$ cat config.mk
export PLATFORM = sky130hd
export DESIGN_NAME = seq_pattern_tx
export DESIGN_NICKNAME = d
export VERILOG_FILES = /design/src/rtl/seq_pattern_pkg.sv /design/src/rtl/seq_run_counter.sv /design/src/rtl/seq_pattern_tx.sv
export SDC_FILE = /design/constraint.sdc
export NUM_CORES = 1
export LEC_CHECK = 0
export BUFFER_PORTS_ARGS = -buffer_cell sky130_fd_sc_hd__buf_2
export CELL_PAD_IN_SITES_DETAIL_PLACEMENT = 1
export CELL_PAD_IN_SITES_GLOBAL_PLACEMENT = 2
export CORE_UTILIZATION = 37
export CTS_CLUSTER_SIZE = 24
export DETAILED_ROUTE_END_ITERATION = 10
export GPL_TIMING_DRIVEN = 0
export PLACE_DENSITY = 0.87
export REMOVE_ABC_BUFFERS = 1
export SYNTH_ARGS = -nofsm -noshare
export SYNTH_HDL_FRONTEND = slang
export SYNTH_SLANG_ARGS = --single-unit
$ cat constraint.sdc
create_clock -name CLK -period 7.92 [get_ports CLK]
set_input_delay 1.584 -clock CLK [delete_from_list [all_inputs] [get_ports CLK]]
set_output_delay 1.584 -clock CLK [all_outputs]
set_load 0.05 [all_outputs]
$ cat src/rtl/seq_pattern_pkg.sv
// Shared definitions for the "1-then-0" mark transmitter: state encoding,
// minimum run lengths and default widths.
package seq_pattern_pkg;

  localparam int unsigned DEF_CNT_W = 8;
  localparam int unsigned DEF_LEN_W = 4;

  // Two ones are needed after C so the detector walks C->A->B before the zero.
  localparam int unsigned MIN_HIGH = 2;
  localparam int unsigned MIN_LOW  = 1;

  localparam logic [1:0] ST_IDLE = 2'd0;
  localparam logic [1:0] ST_HIGH = 2'd1;
  localparam logic [1:0] ST_LOW  = 2'd2;
  localparam logic [1:0] ST_FIN  = 2'd3;

endpackage

$ cat src/rtl/seq_run_counter.sv
// Load/decrement down-counter with a zero flag; times the HIGH and LOW runs.
module seq_run_counter #(
  parameter int unsigned LEN_W = 4
) (
  input  logic             clk,
  input  logic             rst,
  input  logic             load,
  input  logic [LEN_W-1:0] load_val,
  input  logic             dec,
  output logic             zero_c
);

  logic [LEN_W-1:0] count;

  always_ff @(posedge clk) begin
    if (rst) begin
      count <= '0;
    end else if (load) begin
      count <= load_val;
    end else if (dec && (count != '0)) begin
      count <= count - LEN_W'(1);
    end
  end

  assign zero_c = (count == '0);

endmodule

$ cat src/rtl/seq_pattern_tx.sv
// Serial mark generator: on Start emits N marks of H ones followed by L zeros,
// then pulses Done for one cycle. Abort drops back to idle without Done.
module seq_pattern_tx
  import seq_pattern_pkg::*;
#(
  parameter int unsigned CNT_W    = DEF_CNT_W,
  parameter int unsigned LEN_W    = DEF_LEN_W,
  parameter logic        IDLE_LVL = 1'b0
) (
  input  logic             CLK,
  input  logic             RST,
  input  logic             Start,
  input  logic [CNT_W-1:0] Num_Marks,
  input  logic [LEN_W-1:0] High_Len,
  input  logic [LEN_W-1:0] Low_Len,
  input  logic             Abort,
  output logic             Tx_Line,
  output logic             Busy,
  output logic             Done
);

  logic [1:0]       state, state_nxt;
  logic [CNT_W-1:0] n_marks, mark_cnt, mark_nxt;
  logic [LEN_W-1:0] h_run, l_run, h_clamp, l_clamp;
  logic [LEN_W-1:0] run_load_val;
  logic             run_load, run_dec, run_zero;
  logic             latch, mark_clr, mark_inc;
  logic             tx_nxt, busy_nxt, done_nxt;
  logic             tx_q, busy_q, done_q;

  assign h_clamp  = (High_Len < LEN_W'(MIN_HIGH)) ? LEN_W'(MIN_HIGH) : High_Len;
  assign l_clamp  = (Low_Len  < LEN_W'(MIN_LOW))  ? LEN_W'(MIN_LOW)  : Low_Len;
  assign mark_nxt = mark_cnt + CNT_W'(1);

  seq_run_counter #(.LEN_W(LEN_W)) u_run (
    .clk      (CLK),
    .rst      (RST),
    .load     (run_load),
    .load_val (run_load_val),
    .dec      (run_dec),
    .zero_c   (run_zero)
  );

  // State, latched parameters, mark counter and registered outputs.
  always_ff @(posedge CLK) begin
    if (RST) begin
      state    <= ST_IDLE;
      n_marks  <= '0;
      h_run    <= '0;
      l_run    <= '0;
      mark_cnt <= '0;
      tx_q     <= IDLE_LVL;
      busy_q   <= 1'b0;
      done_q   <= 1'b0;
    end else begin
      state  <= state_nxt;
      tx_q   <= tx_nxt;
      busy_q <= busy_nxt;
      done_q <= done_nxt;
      if (latch) begin
        n_marks <= Num_Marks;
        h_run   <= h_clamp;
        l_run   <= l_clamp;
      end
      if (mark_clr) begin
        mark_cnt <= '0;
      end else if (mark_inc) begin
        mark_cnt <= mark_nxt;
      end
    end
  end

  // Next-state, counter control and next output values.
  always_comb begin
    state_nxt    = state;
    run_load     = 1'b0;
    run_load_val = '0;
    run_dec      = 1'b0;
    latch        = 1'b0;
    mark_clr     = 1'b0;
    mark_inc     = 1'b0;

    case (state)
      ST_IDLE: begin
        if (Start) begin
          latch    = 1'b1;
          mark_clr = 1'b1;
          if (Num_Marks != '0) begin
            state_nxt    = ST_HIGH;
            run_load     = 1'b1;
            run_load_val = h_clamp - LEN_W'(1);
          end else begin
            state_nxt = ST_FIN;
          end
        end
      end
      ST_HIGH: begin
        if (Abort) begin
          state_nxt = ST_IDLE;
        end else if (run_zero) begin
          state_nxt    = ST_LOW;
          run_load     = 1'b1;
          run_load_val = l_run - LEN_W'(1);
        end else begin
          run_dec = 1'b1;
        end
      end
      ST_LOW: begin
        if (Abort) begin
          state_nxt = ST_IDLE;
        end else if (run_zero) begin
          mark_inc = 1'b1;
          if (mark_nxt < n_marks) begin
            state_nxt    = ST_HIGH;
            run_load     = 1'b1;
            run_load_val = h_run - LEN_W'(1);
          end else begin
            state_nxt = ST_FIN;
          end
        end else begin
          run_dec = 1'b1;
        end
      end
      ST_FIN:  state_nxt = ST_IDLE;
      default: state_nxt = ST_IDLE;
    endcase

    tx_nxt   = IDLE_LVL;
    busy_nxt = 1'b0;
    done_nxt = 1'b0;
    case (state_nxt)
      ST_HIGH: begin tx_nxt = 1'b1; busy_nxt = 1'b1; end
      ST_LOW:  begin tx_nxt = 1'b0; busy_nxt = 1'b1; end
      ST_FIN:  done_nxt = 1'b1;
      default: ;
    endcase
  end

  assign Tx_Line = tx_q;
  assign Busy    = busy_q;
  assign Done    = done_q;

endmodule

# Word-level counts from Yosys, hierarchy flattened

Index checks and enable logic that the tools add are counted.

Bits of input ports: 20
Logic and storage cells: 69
Output and inout port bits: 3
Flip-flop bits (word level): 33

Multiplexer cells: 37
Reduce and logical (&&, ||, !) cells: 9
Add/subtract/negate cells: 5
Equal/unequal tests: 6
Magnitude comparators: 3

Operators with widths:

| operator                                                    | count |
|---|---|
| 2-to-1 mux 4 bit                                            | 11 |
| 2-to-1 mux 1 bit                                            | 16 |
| subtractor 4 x 1 -> 4 bit (second input constant)           | 4 |
| 2-to-1 mux 2 bit                                            | 7 |
| one-hot mux 4 bit (3 select lines)                          | 1 |
| adder 8 x 1 -> 8 bit (second input constant)                | 1 |
| equality test 2 bit (second input constant)                 | 4 |
| less-than comparator 8 bit                                  | 1 |
| one-hot mux 2 bit (4 select lines)                          | 1 |
| nonzero test 8 bit                                          | 1 |
| OR reduction 2 bit                                          | 3 |
| equality test 2 x 1 -> 1 bit (second input constant)        | 2 |
| zero test 4 bit                                             | 1 |
| less-than comparator 4 x 1 -> 1 bit (second input constant) | 1 |
| less-than comparator 4 x 2 -> 1 bit (second input constant) | 1 |
| nonzero test 4 bit                                          | 1 |
| one-hot mux 1 bit (3 select lines)                          | 1 |
| zero test 2 bit                                             | 1 |
| nonzero test 2 bit                                          | 1 |
| logical AND 1 bit                                           | 1 |

# Depth between registers and ports, before layout

Word-level depth: 9
Depth in mapped cells: 13

# Modules after synthesis

Synthesis repeated with hierarchy kept, for this count alone.

Cells, all modules: 248
Area total of the unflattened synthesis: 1998.2 sq um

Modules (own cells, without submodules):

| module          | instances | area each (sq um) | seq. area each (sq um) | cells an instance |
|---|---|---|---|---|
| seq_pattern_tx  | 1         | 1735.4            | 580.6                  | 219 |
| seq_run_counter | 1         | 262.8             | 80.1                   | 29 |

# Worst setup path after synthesis

Ideal clock, no wire load.

Path kind: input port to flip-flop
Start point: input port Num_Marks[4]
End point: register busy_q (netlist: Busy)
Arrival: 2.761 ns
Path buffers: 0
Data required time: 7.794 ns
Path slack: 5.032 ns
Stages on the path: 7
Path through: or4_4 > nor2_1 > nand2_1 > o21ai_0 > a2bb2oi_2 > ha_1 > nor2_1

Longest elaborated chain between the ends: 7
Elaborated cells on any way between the ends: 8
Those cells by class: 2 x eq/ne; 4 x mux; 2 x reduce/logical

RTL lines:

| element                                                                    | RTL line              | text |
|---|---|---|
| start: declaration                                                         | seq_pattern_tx.sv:13  | `input logic [CNT_W-1:0] Num_Marks,` |
| nonzero test 8 bit *                                                       | seq_pattern_tx.sv:88  | `if (Num_Marks != '0) begin` |
| 2-to-1 mux 2 bit *                                                         | seq_pattern_tx.sv:88  |  |
| 2-to-1 mux 2 bit *                                                         | seq_pattern_tx.sv:85  | `if (Start) begin` |
| one-hot mux 2 bit (4 select lines) *                                       | seq_pattern_tx.sv:83  | `case (state)` |
| equality test 2 bit / equality test 2 x 1 -> 1 bit (equally long branches) | seq_pattern_tx.sv:131 | `case (state_nxt)` |
| OR reduction 2 bit (no source line) *                                      | -                     |  |
| 2-to-1 mux 1 bit *                                                         | seq_pattern_tx.sv:131 |  |
| end signal: assignment                                                     | seq_pattern_tx.sv:58  | `busy_q <= busy_nxt;` |
| end: declaration                                                           | seq_pattern_tx.sv:29  | `logic tx_q, busy_q, done_q;` |

Every way passes the cells marked *; elsewhere a longest branch is shown, timed or not.
A chain may end at the register's enable or synchronous reset.

# Final worst setup path

Start point: register mark_cnt[2]
End point: register done_q (netlist: Done)

Longest elaborated chain between the ends: 8

RTL lines:

| element                            | RTL line              | text |
|---|---|---|
| start: declaration                 | seq_pattern_tx.sv:23  | `logic [CNT_W-1:0] n_marks, mark_cnt, mark_nxt;` |
| start signal: assignment           | seq_pattern_tx.sv:68  | `mark_cnt <= mark_nxt;` |
| adder 8 x 1 -> 8 bit               | seq_pattern_tx.sv:33  | `assign mark_nxt = mark_cnt + CNT_W'(1);` |
| net mark_nxt[7]                    | seq_pattern_tx.sv:23  |  |
| less-than comparator 8 bit         | seq_pattern_tx.sv:113 | `if (mark_nxt < n_marks) begin` |
| 2-to-1 mux 2 bit                   | seq_pattern_tx.sv:113 |  |
| 2-to-1 mux 2 bit                   | seq_pattern_tx.sv:111 | `end else if (run_zero) begin` |
| 2-to-1 mux 2 bit                   | seq_pattern_tx.sv:109 | `if (Abort) begin` |
| one-hot mux 2 bit (4 select lines) | seq_pattern_tx.sv:83  |  |
| net state_nxt[1]                   | seq_pattern_tx.sv:22  | `logic [1:0] state, state_nxt;` |
| equality test 2 bit                | seq_pattern_tx.sv:131 |  |
| 2-to-1 mux 1 bit                   | seq_pattern_tx.sv:131 |  |
| net done_nxt                       | seq_pattern_tx.sv:28  | `logic tx_nxt, busy_nxt, done_nxt;` |
| end signal: assignment             | seq_pattern_tx.sv:59  | `done_q <= done_nxt;` |
| end: declaration                   | seq_pattern_tx.sv:29  |  |

The timed path passes the listed nets, and every way through them passes these cells.

==> parameters.txt <==
Parameter                              Value

Timing
  Number of failing setup endpoints in the final timing report ... 0
  RSZ-0062 raised after global routing ... no
  Time the final worst path needs with I/O delays and setup ... 2.99 ns
  Post-route clock period utilization ... 0.377
  Transition at the pin with the smallest max-transition slack ... 0.689 ns
  Worst clock skew ... 0.00332 ns
  Worst Hold Slack ... 0.456 ns
  TNS Setup ... 0 ns
  Highest clock rate ... 335 MHz
  Worst slew margin relative to its limit ... 0.539
  Pins Over Slew Limit ... 0
  Hold violation count in the final report ... 0

Yosys
  Fraction of registers with async set or reset after synthesis ... 0
  Synth Flop Type ... sky130_fd_sc_hd__dfxtp_1
  Synth area leaders ... sky130_fd_sc_hd__dfxtp_1 (34%), sky130_fd_sc_hd__ha_1 (12%), sky130_fd_sc_hd__nand2_1 (8.5%)
  Cell Area, Synth ... 0.00194 mm²
  Share of synthesized area occupied by flip-flops and latches ... 0.340
  Total of flip-flops plus latches after synthesis ... 33
  Cell variety after synth ... 40
  Post-Synthesis Mean Instance Area ... 8.09 µm²
  Post-synthesis instance total ... 240
  Most common cell in the synthesized netlist ... sky130_fd_sc_hd__nand2_1
  Ys Warns ... 0
  Leading post-synthesis cells by instance count ... sky130_fd_sc_hd__nand2_1 (44), sky130_fd_sc_hd__dfxtp_1 (33), sky130_fd_sc_hd__a21oi_1 (20), sky130_fd_sc_hd__ha_1 (18), sky130_fd_sc_hd__inv_1 (18)
  Share of the synthesized area in the top cell type ... 0.340
  Cell accounting for the most synthesized area ... sky130_fd_sc_hd__dfxtp_1
  Post-synth EDFFs ... 0

Global routing
  First-pass GRT wire length ... 7.40 mm
  Total overflow reported by the global router ... 0
  Via count of the first global-routing pass ... 1,666
  Initial antenna violation count ... 0
  Aggregate global-route resource usage ... 0.175
  Largest net degree at the start of global routing ... 27

Floorplanning
  Floorplan die area ... 0.00554 mm²
  Initial core utilization ... 0.383
  Die width ... 74.4 µm
  Floorplan die height ... 74.4 µm
  Ports placed on the boundary ... 23
  Core region area ... 0.00507 mm²
  Number of placement rows ... 26

Clocking
  Deepest level of the CTS H-tree ... 2
  Clk buf depth ... 2
  Number of buffers inserted during clock tree synthesis ... 5
  Worst skew pair latency ... 0.28 ns
  Clock sink count ... 33
  Buffers inserted during post-CTS setup optimization ... 0
  Number of buffers inserted by hold repair at cts ... 0
  Clock-pin transition on the worst setup and hold timing paths ... 0.06 ns
  Clock tree from TritonCTS ... built
  Total of cells resized after clock tree synthesis ... 0
  Root buf cell ... sky130_fd_sc_hd__clkbuf_8

Route
  Total Wirelength ... 4.35 mm
  Router iterations before antenna repair ... 4
  Post-detailed-route wirelength per cell ... 13.1 µm
  Count of unresolved DRC violations after routing ... 0
  Initial detailed-routing violation count ... 65
  Via total after detailed routing ... 1,635
  Vias/cell ... 4.94
  Post-route antenna net violation count ... 0

Worst setup path
  Slack of the worst reg-to-reg path ... 4.93 ns
  Worst Path Class, Setup ... flip-flop to flip-flop
  Crit. End Element ... flip-flop
  Crit path from ... mark_cnt[2]$_SDFFE_PP0P_
  Worst Path Max Fanout ... 4
  Startpoint kind of the worst setup timing path ... flip-flop
  Slowest library cell on the worst path ... sky130_fd_sc_hd__dfxtp_1
  Critical R2R Launch ... mark_cnt[2]$_SDFFE_PP0P_
  Critical path data arrival time ... 3.13 ns
  Endpoint of the lowest-slack register-to-register path ... Done$_SDFF_PP0_
  Required time of the critical path ... 8.07 ns
  Length in cells of the worst reg-to-reg path ... 13
  Slowest Stage Delay on Critical Path ... 0.40 ns
  Cells along the critical path ... and3_1 > and3_1 > nand3_1 > xnor2_1 > ha_1 > a21o_1 > a311oi_1 > o21ai_0 > a21oi_1 > a2bb2oi_2 > inv_1 > ha_1 > nor2b_1
  Capture point of the worst path ... Done$_SDFF_PP0_

Finish
  Number of antenna diodes ... 0
  Filler cell count ... 648
  Final core area utilization ... 0.433
  Fraction of final layout cells with drive strength greater than 1 ... 0.142
  Layout overhead on the synthesized area ... 13.1%
  Number of nets at the end of the flow ... 299

Min path
  Class of the tightest hold or removal check ... flip-flop to flip-flop

Power and ir drop
  Worst vdd rail ir drop ... 0.0869 mV
  Leakage dissipation ... 0.905 nW
  Power density of the placed cells ... 213 mW/mm²

Place
  Count of buffers inserted at the top-level ports ... 22
  DP Wirelength ... 3.34 mm
  Placer Congestion ... 0.790

Run
  Number of violations of the max-capacitance limit ... 0

Status
  Outcome ... completed
## metal layers
metal | part of all wire | track usage
met5 | 0 | 0
met1 | 0.50 | 0.223
met4 | 0.012 | 0.0503
met3 | 0.033 | 0.0393
met2 | 0.45 | 0.295
## sequential cells by signal, summed over array words and instances (netlist names)
register and flops:
state 2, Done 1, mark_cnt 8, h_run 4, l_run 4, Busy 1, u_run.count 4, Tx_Line 1
n_marks 8
## worst max-delay path: cells and delay by family (launching register included)
kind	cells	cell delay, ns
simple gates	4	0.73
flops	1	0.40
compound gates	5	1.01
xor+xnor	1	0.19
fa+ha+maj	2	0.47
buf+inv	1	0.06
## where the power goes
part / internal (W) / switching (W)
sequential: 0.000184 / 0.0000116
combinational: 0.0000576 / 0.0000886
clock: 0.0000689 / 0.0000567
## cells by family after synthesis
group	after synthesis	synth area share
and+or+nand+nor	91	0.224
AOI/OAI and AO/OA	53	0.182
DFF	33	0.340
buffers and inverters	26	0.0503
xor gates and xnor gates	18	0.0812
adders and majority gates	18	0.116
muxes	1	0.00580
## layout by cell type, fill, tap and decap left out, types with 2 or more instances in the layout
master,instances
sky130_fd_sc_hd__a211o_1,2
sky130_fd_sc_hd__a211oi_1,3
sky130_fd_sc_hd__a21o_1,2
sky130_fd_sc_hd__a21oi_1,20
sky130_fd_sc_hd__a31oi_1,2
sky130_fd_sc_hd__and2_1,2
sky130_fd_sc_hd__and3_1,2
sky130_fd_sc_hd__buf_2,22
sky130_fd_sc_hd__clkbuf_8,6
sky130_fd_sc_hd__dfxtp_1,33
sky130_fd_sc_hd__ha_1,18
sky130_fd_sc_hd__inv_1,18
sky130_fd_sc_hd__nand2_1,44
sky130_fd_sc_hd__nand3_1,2
sky130_fd_sc_hd__nor2_1,17
sky130_fd_sc_hd__nor2b_1,4
sky130_fd_sc_hd__nor3_1,9
sky130_fd_sc_hd__o211ai_1,2
sky130_fd_sc_hd__o21ai_0,9
sky130_fd_sc_hd__o22ai_1,4
sky130_fd_sc_hd__o31ai_1,2
sky130_fd_sc_hd__or4_4,2
sky130_fd_sc_hd__xnor2_1,9
sky130_fd_sc_hd__xor2_1,9
## per-stage QoR
step                total power [W]  cell area [µm²]  setup WS [ns]  instances
floorplan                  0.000305             1910           5.04        232
detailed placement         0.000346             2110           4.67        324
finish                     0.000467             2200           4.93        331
CTS                        0.000476             2200           4.92        331
global route               0.000501             2200           4.77        331
global placement           0.000343             2110           4.72        324
## layout make-up
| class | instances | area, µm² | share of cell area |
|---|---|---|---|
| Clock buffer | 7 | 86.3 | 0.0393 |
| Multi-Input combinational cell | 181 | 1180 | 0.539 |
| Tap cell | 70 | 87.6 | 0.0399 |
| Timing Repair Buffer | 22 | 110 | 0.0501 |
| Inverter | 18 | 67.6 | 0.0308 |
| Sequential cell | 33 | 661 | 0.301 |
## worst min-delay path by stage
stage	from	end	slack (ns)	cells past startpoint
finish	n_marks[1]$_SDFFE_PP0P_	n_marks[1]$_SDFFE_PP0P_	0.46	2
global route	n_marks[1]$_SDFFE_PP0P_	n_marks[1]$_SDFFE_PP0P_	0.48	2
CTS	n_marks[4]$_SDFFE_PP0P_	n_marks[4]$_SDFFE_PP0P_	0.46	2
detailed placement	n_marks[1]$_SDFFE_PP0P_	n_marks[1]$_SDFFE_PP0P_	0.45	2
global placement	n_marks[6]$_SDFFE_PP0P_	n_marks[6]$_SDFFE_PP0P_	0.44	2
floorplan	n_marks[1]$_SDFFE_PP0P_	n_marks[1]$_SDFFE_PP0P_	0.43	2
No activity file was read; power rests on OpenSTA's default activity.
